<file path="src/rtl/vga_pattern_gen_if.sv">
`timescale 1ns / 1ps
`default_nettype none
// ============================================================================
// Module   : vga_pattern_gen_if
// Purpose  : Pattern-select inputs and video outputs of the VGA test-pattern
//            generator, bundled for the picoPPU display path.
// Revision : 1.0 - initial release
// ============================================================================
interface vga_pattern_gen_if #(
  parameter int COLOR_W = 4
);
  logic [1:0]           mode_i;
  logic [3*COLOR_W-1:0] solid_rgb_i;
  logic [COLOR_W-1:0]   vgaRed;
  logic [COLOR_W-1:0]   vgaGreen;
  logic [COLOR_W-1:0]   vgaBlue;
  logic                 Hsync;
  logic                 Vsync;
  logic                 frame_start_o;

  // Video source side: takes the pattern controls, drives colour and sync.
  modport master (
    input  mode_i, solid_rgb_i,
    output vgaRed, vgaGreen, vgaBlue, Hsync, Vsync, frame_start_o
  );

  // Consumer side: sets the pattern controls, receives colour and sync.
  modport slave (
    output mode_i, solid_rgb_i,
    input  vgaRed, vgaGreen, vgaBlue, Hsync, Vsync, frame_start_o
  );
endinterface
`default_nettype wire

</file>
<file path="src/rtl/vga_pattern_gen.sv">
`timescale 1ns / 1ps
`default_nettype none
// ============================================================================
// Module   : vga_pattern_gen
// Purpose  : VGA timing and test-pattern generator (solid, colour bars,
//            checkerboard, grey gradient) with registered sync and blanked RGB.
// Revision : 1.0 - initial release
// ============================================================================
module vga_pattern_gen #(
  parameter int CLK_DIV    = 4,
  parameter int H_ACTIVE   = 640,
  parameter int H_FP       = 16,
  parameter int H_SYNC     = 96,
  parameter int H_BP       = 48,
  parameter int V_ACTIVE   = 480,
  parameter int V_FP       = 10,
  parameter int V_SYNC     = 2,
  parameter int V_BP       = 33,
  parameter bit SYNC_POL   = 1'b0,
  parameter int COLOR_W    = 4,
  parameter int CHECK_LOG2 = 5,
  parameter int GRAD_SHIFT = 5
) (
  input wire                clk,
  input wire                reset_n,
  vga_pattern_gen_if.master vif
);

  localparam int c_h_total = H_ACTIVE + H_FP + H_SYNC + H_BP;
  localparam int c_v_total = V_ACTIVE + V_FP + V_SYNC + V_BP;
  // One extra count of headroom so the sync-end bound always fits.
  localparam int c_hw      = $clog2(c_h_total + 1);
  localparam int c_vw      = $clog2(c_v_total + 1);
  // A divide-by-one still gets a 1-bit counter that simply stays at zero.
  localparam int c_dw      = (CLK_DIV > 1) ? $clog2(CLK_DIV) : 1;
  localparam int c_bar_len = H_ACTIVE / 8;
  localparam int c_bw      = (c_bar_len > 1) ? $clog2(c_bar_len) : 1;

  localparam logic [c_dw-1:0] c_div_last = c_dw'(CLK_DIV - 1);
  localparam logic [c_hw-1:0] c_h_last   = c_hw'(c_h_total - 1);
  localparam logic [c_hw-1:0] c_h_active = c_hw'(H_ACTIVE);
  localparam logic [c_hw-1:0] c_hs_start = c_hw'(H_ACTIVE + H_FP);
  localparam logic [c_hw-1:0] c_hs_end   = c_hw'(H_ACTIVE + H_FP + H_SYNC);
  localparam logic [c_vw-1:0] c_v_last   = c_vw'(c_v_total - 1);
  localparam logic [c_vw-1:0] c_v_active = c_vw'(V_ACTIVE);
  localparam logic [c_vw-1:0] c_vs_start = c_vw'(V_ACTIVE + V_FP);
  localparam logic [c_vw-1:0] c_vs_end   = c_vw'(V_ACTIVE + V_FP + V_SYNC);
  localparam logic [c_bw-1:0] c_bar_last = c_bw'(c_bar_len - 1);

  // Elaboration-time parameter sanity checks.
  if (CLK_DIV < 1) begin : g_chk_clk_div
    $error("vga_pattern_gen: CLK_DIV must be >= 1");
  end
  if ((H_ACTIVE % 8) != 0 || H_ACTIVE < 8) begin : g_chk_h_active
    $error("vga_pattern_gen: H_ACTIVE must be a non-zero multiple of 8");
  end
  if (CHECK_LOG2 >= c_hw || CHECK_LOG2 >= c_vw) begin : g_chk_checker
    $error("vga_pattern_gen: CHECK_LOG2 exceeds counter width");
  end
  if (GRAD_SHIFT + COLOR_W > c_hw) begin : g_chk_gradient
    $error("vga_pattern_gen: GRAD_SHIFT+COLOR_W exceeds h counter width");
  end

  logic [c_dw-1:0]    r_div_cnt;
  logic [c_hw-1:0]    r_h_cnt;
  logic [c_vw-1:0]    r_v_cnt;
  logic [c_bw-1:0]    r_bar_cnt;
  logic [2:0]         r_bar_idx;
  logic [1:0]         r_mode;
  logic [COLOR_W-1:0] r_red, r_green, r_blue;
  logic               r_hsync, r_vsync, r_frame_start;

  logic               w_pix_tick, w_h_wrap, w_v_wrap, w_frame_end;
  logic               w_active, w_hs_act, w_vs_act, w_chk;
  logic [COLOR_W-1:0] w_red, w_green, w_blue;

  assign w_pix_tick  = (r_div_cnt == c_div_last);
  assign w_h_wrap    = (r_h_cnt == c_h_last);
  assign w_v_wrap    = (r_v_cnt == c_v_last);
  assign w_frame_end = w_h_wrap && w_v_wrap;
  assign w_active    = (r_h_cnt < c_h_active) && (r_v_cnt < c_v_active);
  assign w_hs_act    = (r_h_cnt >= c_hs_start) && (r_h_cnt < c_hs_end);
  assign w_vs_act    = (r_v_cnt >= c_vs_start) && (r_v_cnt < c_vs_end);
  assign w_chk       = r_h_cnt[CHECK_LOG2] ^ r_v_cnt[CHECK_LOG2];

  // Pixel-rate divider: free-running count that produces one tick per pixel.
  always_ff @(posedge clk or negedge reset_n) begin
    if (!reset_n)        r_div_cnt <= '0;
    else if (w_pix_tick) r_div_cnt <= '0;
    else                 r_div_cnt <= r_div_cnt + 1'b1;
  end

  // Raster position: h advances per pixel, v advances when h wraps.
  always_ff @(posedge clk or negedge reset_n) begin
    if (!reset_n) begin
      r_h_cnt <= '0;
      r_v_cnt <= '0;
    end else if (w_pix_tick) begin
      if (w_h_wrap) begin
        r_h_cnt <= '0;
        r_v_cnt <= w_v_wrap ? '0 : r_v_cnt + 1'b1;
      end else begin
        r_h_cnt <= r_h_cnt + 1'b1;
      end
    end
  end

  // Colour-bar index tracks h_cnt / (H_ACTIVE/8) without a divider.
  always_ff @(posedge clk or negedge reset_n) begin
    if (!reset_n) begin
      r_bar_cnt <= '0;
      r_bar_idx <= '0;
    end else if (w_pix_tick) begin
      if (w_h_wrap) begin
        r_bar_cnt <= '0;
        r_bar_idx <= '0;
      end else if (r_bar_cnt == c_bar_last) begin
        r_bar_cnt <= '0;
        r_bar_idx <= r_bar_idx + 1'b1;
      end else begin
        r_bar_cnt <= r_bar_cnt + 1'b1;
      end
    end
  end

  // Pattern select is only taken at the last pixel of a frame.
  always_ff @(posedge clk or negedge reset_n) begin
    if (!reset_n)                       r_mode <= 2'd0;
    else if (w_pix_tick && w_frame_end) r_mode <= vif.mode_i;
  end

  // Pattern colour for the current raster position, zero in blanking.
  always_comb begin
    w_red   = '0;
    w_green = '0;
    w_blue  = '0;
    if (w_active) begin
      case (r_mode)
        2'd0: {w_red, w_green, w_blue} = vif.solid_rgb_i;
        2'd1: begin
          // Bar order white..black maps to inverted index bits per channel.
          w_red   = {COLOR_W{~r_bar_idx[1]}};
          w_green = {COLOR_W{~r_bar_idx[2]}};
          w_blue  = {COLOR_W{~r_bar_idx[0]}};
        end
        2'd2: begin
          w_red   = {COLOR_W{~w_chk}};
          w_green = {COLOR_W{~w_chk}};
          w_blue  = {COLOR_W{~w_chk}};
        end
        default: begin
          w_red   = r_h_cnt[GRAD_SHIFT+COLOR_W-1:GRAD_SHIFT];
          w_green = r_h_cnt[GRAD_SHIFT+COLOR_W-1:GRAD_SHIFT];
          w_blue  = r_h_cnt[GRAD_SHIFT+COLOR_W-1:GRAD_SHIFT];
        end
      endcase
    end
  end

  // Output registers load the pre-increment pixel so colour and sync align.
  always_ff @(posedge clk or negedge reset_n) begin
    if (!reset_n) begin
      r_red         <= '0;
      r_green       <= '0;
      r_blue        <= '0;
      r_hsync       <= ~SYNC_POL;
      r_vsync       <= ~SYNC_POL;
      r_frame_start <= 1'b0;
    end else begin
      r_frame_start <= w_pix_tick && (r_h_cnt == '0) && (r_v_cnt == '0);
      if (w_pix_tick) begin
        r_red   <= w_red;
        r_green <= w_green;
        r_blue  <= w_blue;
        r_hsync <= w_hs_act ? SYNC_POL : ~SYNC_POL;
        r_vsync <= w_vs_act ? SYNC_POL : ~SYNC_POL;
      end
    end
  end

  assign vif.vgaRed        = r_red;
  assign vif.vgaGreen      = r_green;
  assign vif.vgaBlue       = r_blue;
  assign vif.Hsync         = r_hsync;
  assign vif.Vsync         = r_vsync;
  assign vif.frame_start_o = r_frame_start;

endmodule
`default_nettype wire

</file>
<file path="src/flat_wrapper.sv">
// flat-port wrapper written by rule: the top's interface ports become plain ports
module vga_pattern_gen_flat 
#(
  parameter int CLK_DIV    = 4,
  parameter int H_ACTIVE   = 640,
  parameter int H_FP       = 16,
  parameter int H_SYNC     = 96,
  parameter int H_BP       = 48,
  parameter int V_ACTIVE   = 480,
  parameter int V_FP       = 10,
  parameter int V_SYNC     = 2,
  parameter int V_BP       = 33,
  parameter bit SYNC_POL   = 1'b0,
  parameter int COLOR_W    = 4,
  parameter int CHECK_LOG2 = 5,
  parameter int GRAD_SHIFT = 5
)
  (clk, reset_n, vif_mode_i, vif_solid_rgb_i, vif_vgaRed, vif_vgaGreen, vif_vgaBlue, vif_Hsync, vif_Vsync, vif_frame_start_o);
  vga_pattern_gen_if #(.COLOR_W(COLOR_W)) vif_i ();
  input wire clk;
  input wire reset_n;
  input wire logic [$bits(vif_i.mode_i)-1:0] vif_mode_i;
  input wire logic [$bits(vif_i.solid_rgb_i)-1:0] vif_solid_rgb_i;
  output wire logic [$bits(vif_i.vgaRed)-1:0] vif_vgaRed;
  output wire logic [$bits(vif_i.vgaGreen)-1:0] vif_vgaGreen;
  output wire logic [$bits(vif_i.vgaBlue)-1:0] vif_vgaBlue;
  output wire logic [$bits(vif_i.Hsync)-1:0] vif_Hsync;
  output wire logic [$bits(vif_i.Vsync)-1:0] vif_Vsync;
  output wire logic [$bits(vif_i.frame_start_o)-1:0] vif_frame_start_o;
  assign vif_i.mode_i = vif_mode_i;
  assign vif_i.solid_rgb_i = vif_solid_rgb_i;
  assign vif_vgaRed = vif_i.vgaRed;
  assign vif_vgaGreen = vif_i.vgaGreen;
  assign vif_vgaBlue = vif_i.vgaBlue;
  assign vif_Hsync = vif_i.Hsync;
  assign vif_Vsync = vif_i.Vsync;
  assign vif_frame_start_o = vif_i.frame_start_o;
  vga_pattern_gen #(.CLK_DIV(CLK_DIV), .H_ACTIVE(H_ACTIVE), .H_FP(H_FP), .H_SYNC(H_SYNC), .H_BP(H_BP), .V_ACTIVE(V_ACTIVE), .V_FP(V_FP), .V_SYNC(V_SYNC), .V_BP(V_BP), .SYNC_POL(SYNC_POL), .COLOR_W(COLOR_W), .CHECK_LOG2(CHECK_LOG2), .GRAD_SHIFT(GRAD_SHIFT)) u_core (.clk(clk), .reset_n(reset_n), .vif(vif_i));
endmodule
</file>
<file path="config.mk">
export PLATFORM = sky130hd
export DESIGN_NAME = vga_pattern_gen_flat
export DESIGN_NICKNAME = d
export VERILOG_FILES = /design/src/rtl/vga_pattern_gen_if.sv /design/src/rtl/vga_pattern_gen.sv /design/src/flat_wrapper.sv
export SDC_FILE = /design/constraint.sdc
export NUM_CORES = 1
export LEC_CHECK = 0
export CORE_MARGIN = 2
export CORE_UTILIZATION = 50
export DETAILED_ROUTE_END_ITERATION = 8
export GPL_TIMING_DRIVEN = 1
export PLACE_DENSITY = 0.79
export SLEW_MARGIN = 15
export SYNTH_ARGS = -nofsm -noshare
export SYNTH_HDL_FRONTEND = slang
export SYNTH_SLANG_ARGS = --single-unit
</file>
<file path="constraint.sdc">
create_clock -name clk -period 2.05 [get_ports clk]
set_input_delay 0.615 -clock clk [delete_from_list [all_inputs] [get_ports clk]]
set_output_delay 0.615 -clock clk [all_outputs]
set_load 0.01 [all_outputs]
</file>
==> flow_summary.toml <==
[worst_setup_path]
cp_data_required_time_ns = 1.43
slowest_stage = "dfstp_2"
cp_num_buf_inv = 1
cp-startpoint = "u_core.vif.Vsync$_DFFE_PN1P_"
worstSetupPathType = "reg -> out"
reg2reg_to = "u_core.r_v_cnt[3]$_DFFE_PN0P_"
reg2regPathDepth = 4
max_stage_delay_ns = 0.54
startpoint_type = "register"
timing.rr.start = "u_core.r_h_cnt[5]$_DFFE_PN0P_"
critical_path.endpoint_type = "output pin"
crit_chain = "clkdlybuf4s50_1"
crit_fanout = 2
worst-endpoint-arrival_ns = 1.37
crit_family = "flip-flops"
rrSetupSlack_ns = 0.09

[floorplan]
fp.dieW_um = 74.4
start_util_pct = 52.2
dieArea_um2 = 5540
num_rows = 25
die_h_um = 74.4
core_area_um2 = 4750
num_io_pins = 31

[synth]
seq_area_frac_synth_pct = 49.5
syn_avg_cell_area_um2 = 10.3
ys_seq_elements = 49
synth_area_leaders = "dfrtp_1 47%, o2bb2ai_1 4.6%, xnor2_1 4.6%, a211oi_1 3.6%, ha_1 3.5%"
syn_area_um2 = 2480
ys_async_sr_fraction_pct = 100
yosysMostFrequentCell = "dfrtp_1"
ys_top_cells_by_count = "47 x dfrtp_1, 23 x nor2_1, 15 x nand2_1"
synth_top_area_share_pct = 47.4
synth_nets = 264
synth_edf_count = 0
synthFlopType = "dfrtp_1"
ys_types = 43
synth_cells = 241
ys_warn_count = 0
synth.largest_area_cell = "dfrtp_1"

[cells_and_area]
post-route-util_pct = 64.5
antennaDiodeCount = 0
drive_above_1_share_pct = 15.3
syn2layout_area_growth_pct = 23.6
nFillCells = 392
fin_nets = 309
stdcell_count = 354

[timing]
fin_crit_ns = 1.99
setup_violations = 0
rsz0062_at_grt = "no"
tightest_slew_ns = 0.460
finalCritPeriodShare_pct = 97.1
timing_hold_violations_final = 0
drv_slew = 0
setup_tns_ns = 0
relSlewSlack_pct = 69.3
hold_ws_ns = 0.284
max_freq_ghz = 0.503
fin_skew_ns = 0.00783

[global_route]
use_met1_pct = 29.4
top_usage_layer = "met2"
grtUsageMet2_pct = 34.0
grt_max_degree = 50
grt_pass1_wl_um = 9130
grt_usage_pct = 21.5
antenna_found_initial = 0
grt_pass1_vias = 1921
grtUsageMet3_pct = 4.34
gr-total-overflow = 0

[route]
wl_um = 5480
antenna_left = 0
vias = 2006
drc = 0
drt-initial-drc-count = 155
wl_per_cell_um = 15.5
vias_per_cell = 5.67
first_pass_iters = 4

[placement]
portBuffers = 30
place.gp.congestion = 0.861
dp_cells = 346
dp_hpwl_um = 3880

[flow_run]
cap_violations = 0

[clock_network]
clk_path_buf_depth = 2
cts_buffers = 5
clk_pin_slew_ns = 0.09
cts_root_buf = "clkbuf_8"
clkLatencyLatePin_ns = 0.30
htreeDepth = 2
cts_tree = "done"
holdBufCountCts = 0
cts_sinks = 49

[pwr]
p_total_w = 0.00165
p_leak_nw = 1.24
ir_worst_vdd_mv = 0.395
p_per_area_nw_per_um2 = 538

[worst_hold_path]
holdCritPathClass = "in -> async"

[status]
outcome = "completed"
flip-flops by register name, indices dropped and copies added, names as in the netlist:
name / cells
u_core.r_h_cnt: 10
u_core.r_mode: 2
u_core.r_bar_cnt: 7
u_core.vif.vgaRed: 4
u_core.vif.vgaBlue: 4
u_core.vif.vgaGreen: 4
u_core.vif.Hsync: 1
u_core.r_bar_idx: 3
u_core.r_v_cnt: 10
u_core.vif.Vsync: 1
u_core.r_div_cnt: 2
u_core.vif.frame_start_o: 1
worst max-delay path by stage:
| stage | end | cells after the start |
|---|---|---|
| 2_1_floorplan | u_core.r_mode[0]$_DFFE_PN0P_ | 5 |
| 3_3_place_gp | u_core.r_mode[1]$_DFFE_PN0P_ | 5 |
| 3_5_place_dp | u_core.r_mode[0]$_DFFE_PN0P_ | 5 |
| 4_1_cts | u_core.r_bar_idx[0]$_DFFE_PN0P_ | 5 |
| 5_1_grt | u_core.r_v_cnt[4]$_DFFE_PN0P_ | 4 |
| 6_report | vif_Vsync | 1 |
layout by cell type, fill, tap and decap left out, types with 12 or more instances in the layout:
| cell | synthesis | routed |
|---|---|---|
| nand2_1 | 15 | 15 |
| nand3_1 | 14 | 14 |
| xnor2_1 | 13 | 13 |
| dfrtp_1 | 47 | 47 |
| a211oi_1 | 12 | 12 |
| o2bb2ai_1 | 13 | 13 |
| nor2_1 | 23 | 22 |
| o21ai_0 | 12 | 12 |
| buf_4 | 1 | 19 |
| clkdlybuf4s50_1 | 0 | 29 |
layer usage:
layer / part of all wire, % / wire length, um
met1: 46 / 2540
met2: 48 / 2630
met3: 3.7 / 205
met4: 1.9 / 105
met5: 0 / 0
cell families after synthesis:
logic type,share of synthesized area (%)
muxes,1.72
buffers and inverters,4.19
xor gates and xnor gates,6.36
adders and majority gates,3.53
and+or+nand+nor,19.7
DFF,49.5
AOI/OAI and AO/OA,14.9
area by class of cell:
| class | count | area (um^2) | share of cell area (%) |
|---|---|---|---|
| clock inverter | 2 | 15.0 | 0.490 |
| multi-input combinational | 170 | 1170 | 38.2 |
| timing repair buffer | 50 | 458 | 14.9 |
| sequential | 49 | 1230 | 40.1 |
| inverter | 10 | 37.5 | 1.22 |
| tap | 67 | 83.8 | 2.73 |
| clock buffer | 6 | 72.6 | 2.37 |
repair_timing:
action	in CTS	in global routing
pin swaps	0	1
hold endpoints to repair	0	0
setup buffers	0	0
gates resized for setup	1	4
endpoints found under the setup margin	2	12
where the power goes:
group | total (W) | switching (W) | internal, W
clock network | 0.000562 | 0.000321 | 0.000241
logic | 0.000102 | 0.0000410 | 0.0000608
registers | 0.000985 | 0.00000716 | 0.000978
total | 0.00165 | 0.000369 | 0.00128
per-stage QoR:
stage                     worst slack [ns]  cell area (um^2)
after CTS                          0.00211              3050
final                               0.0601              3070
after global routing                0.0108              3070
after floorplan                     0.0464              2480
after global placement              0.0818              2960
after detailed placement            0.0318              2960
No activity file was read; power rests on OpenSTA's default activity.
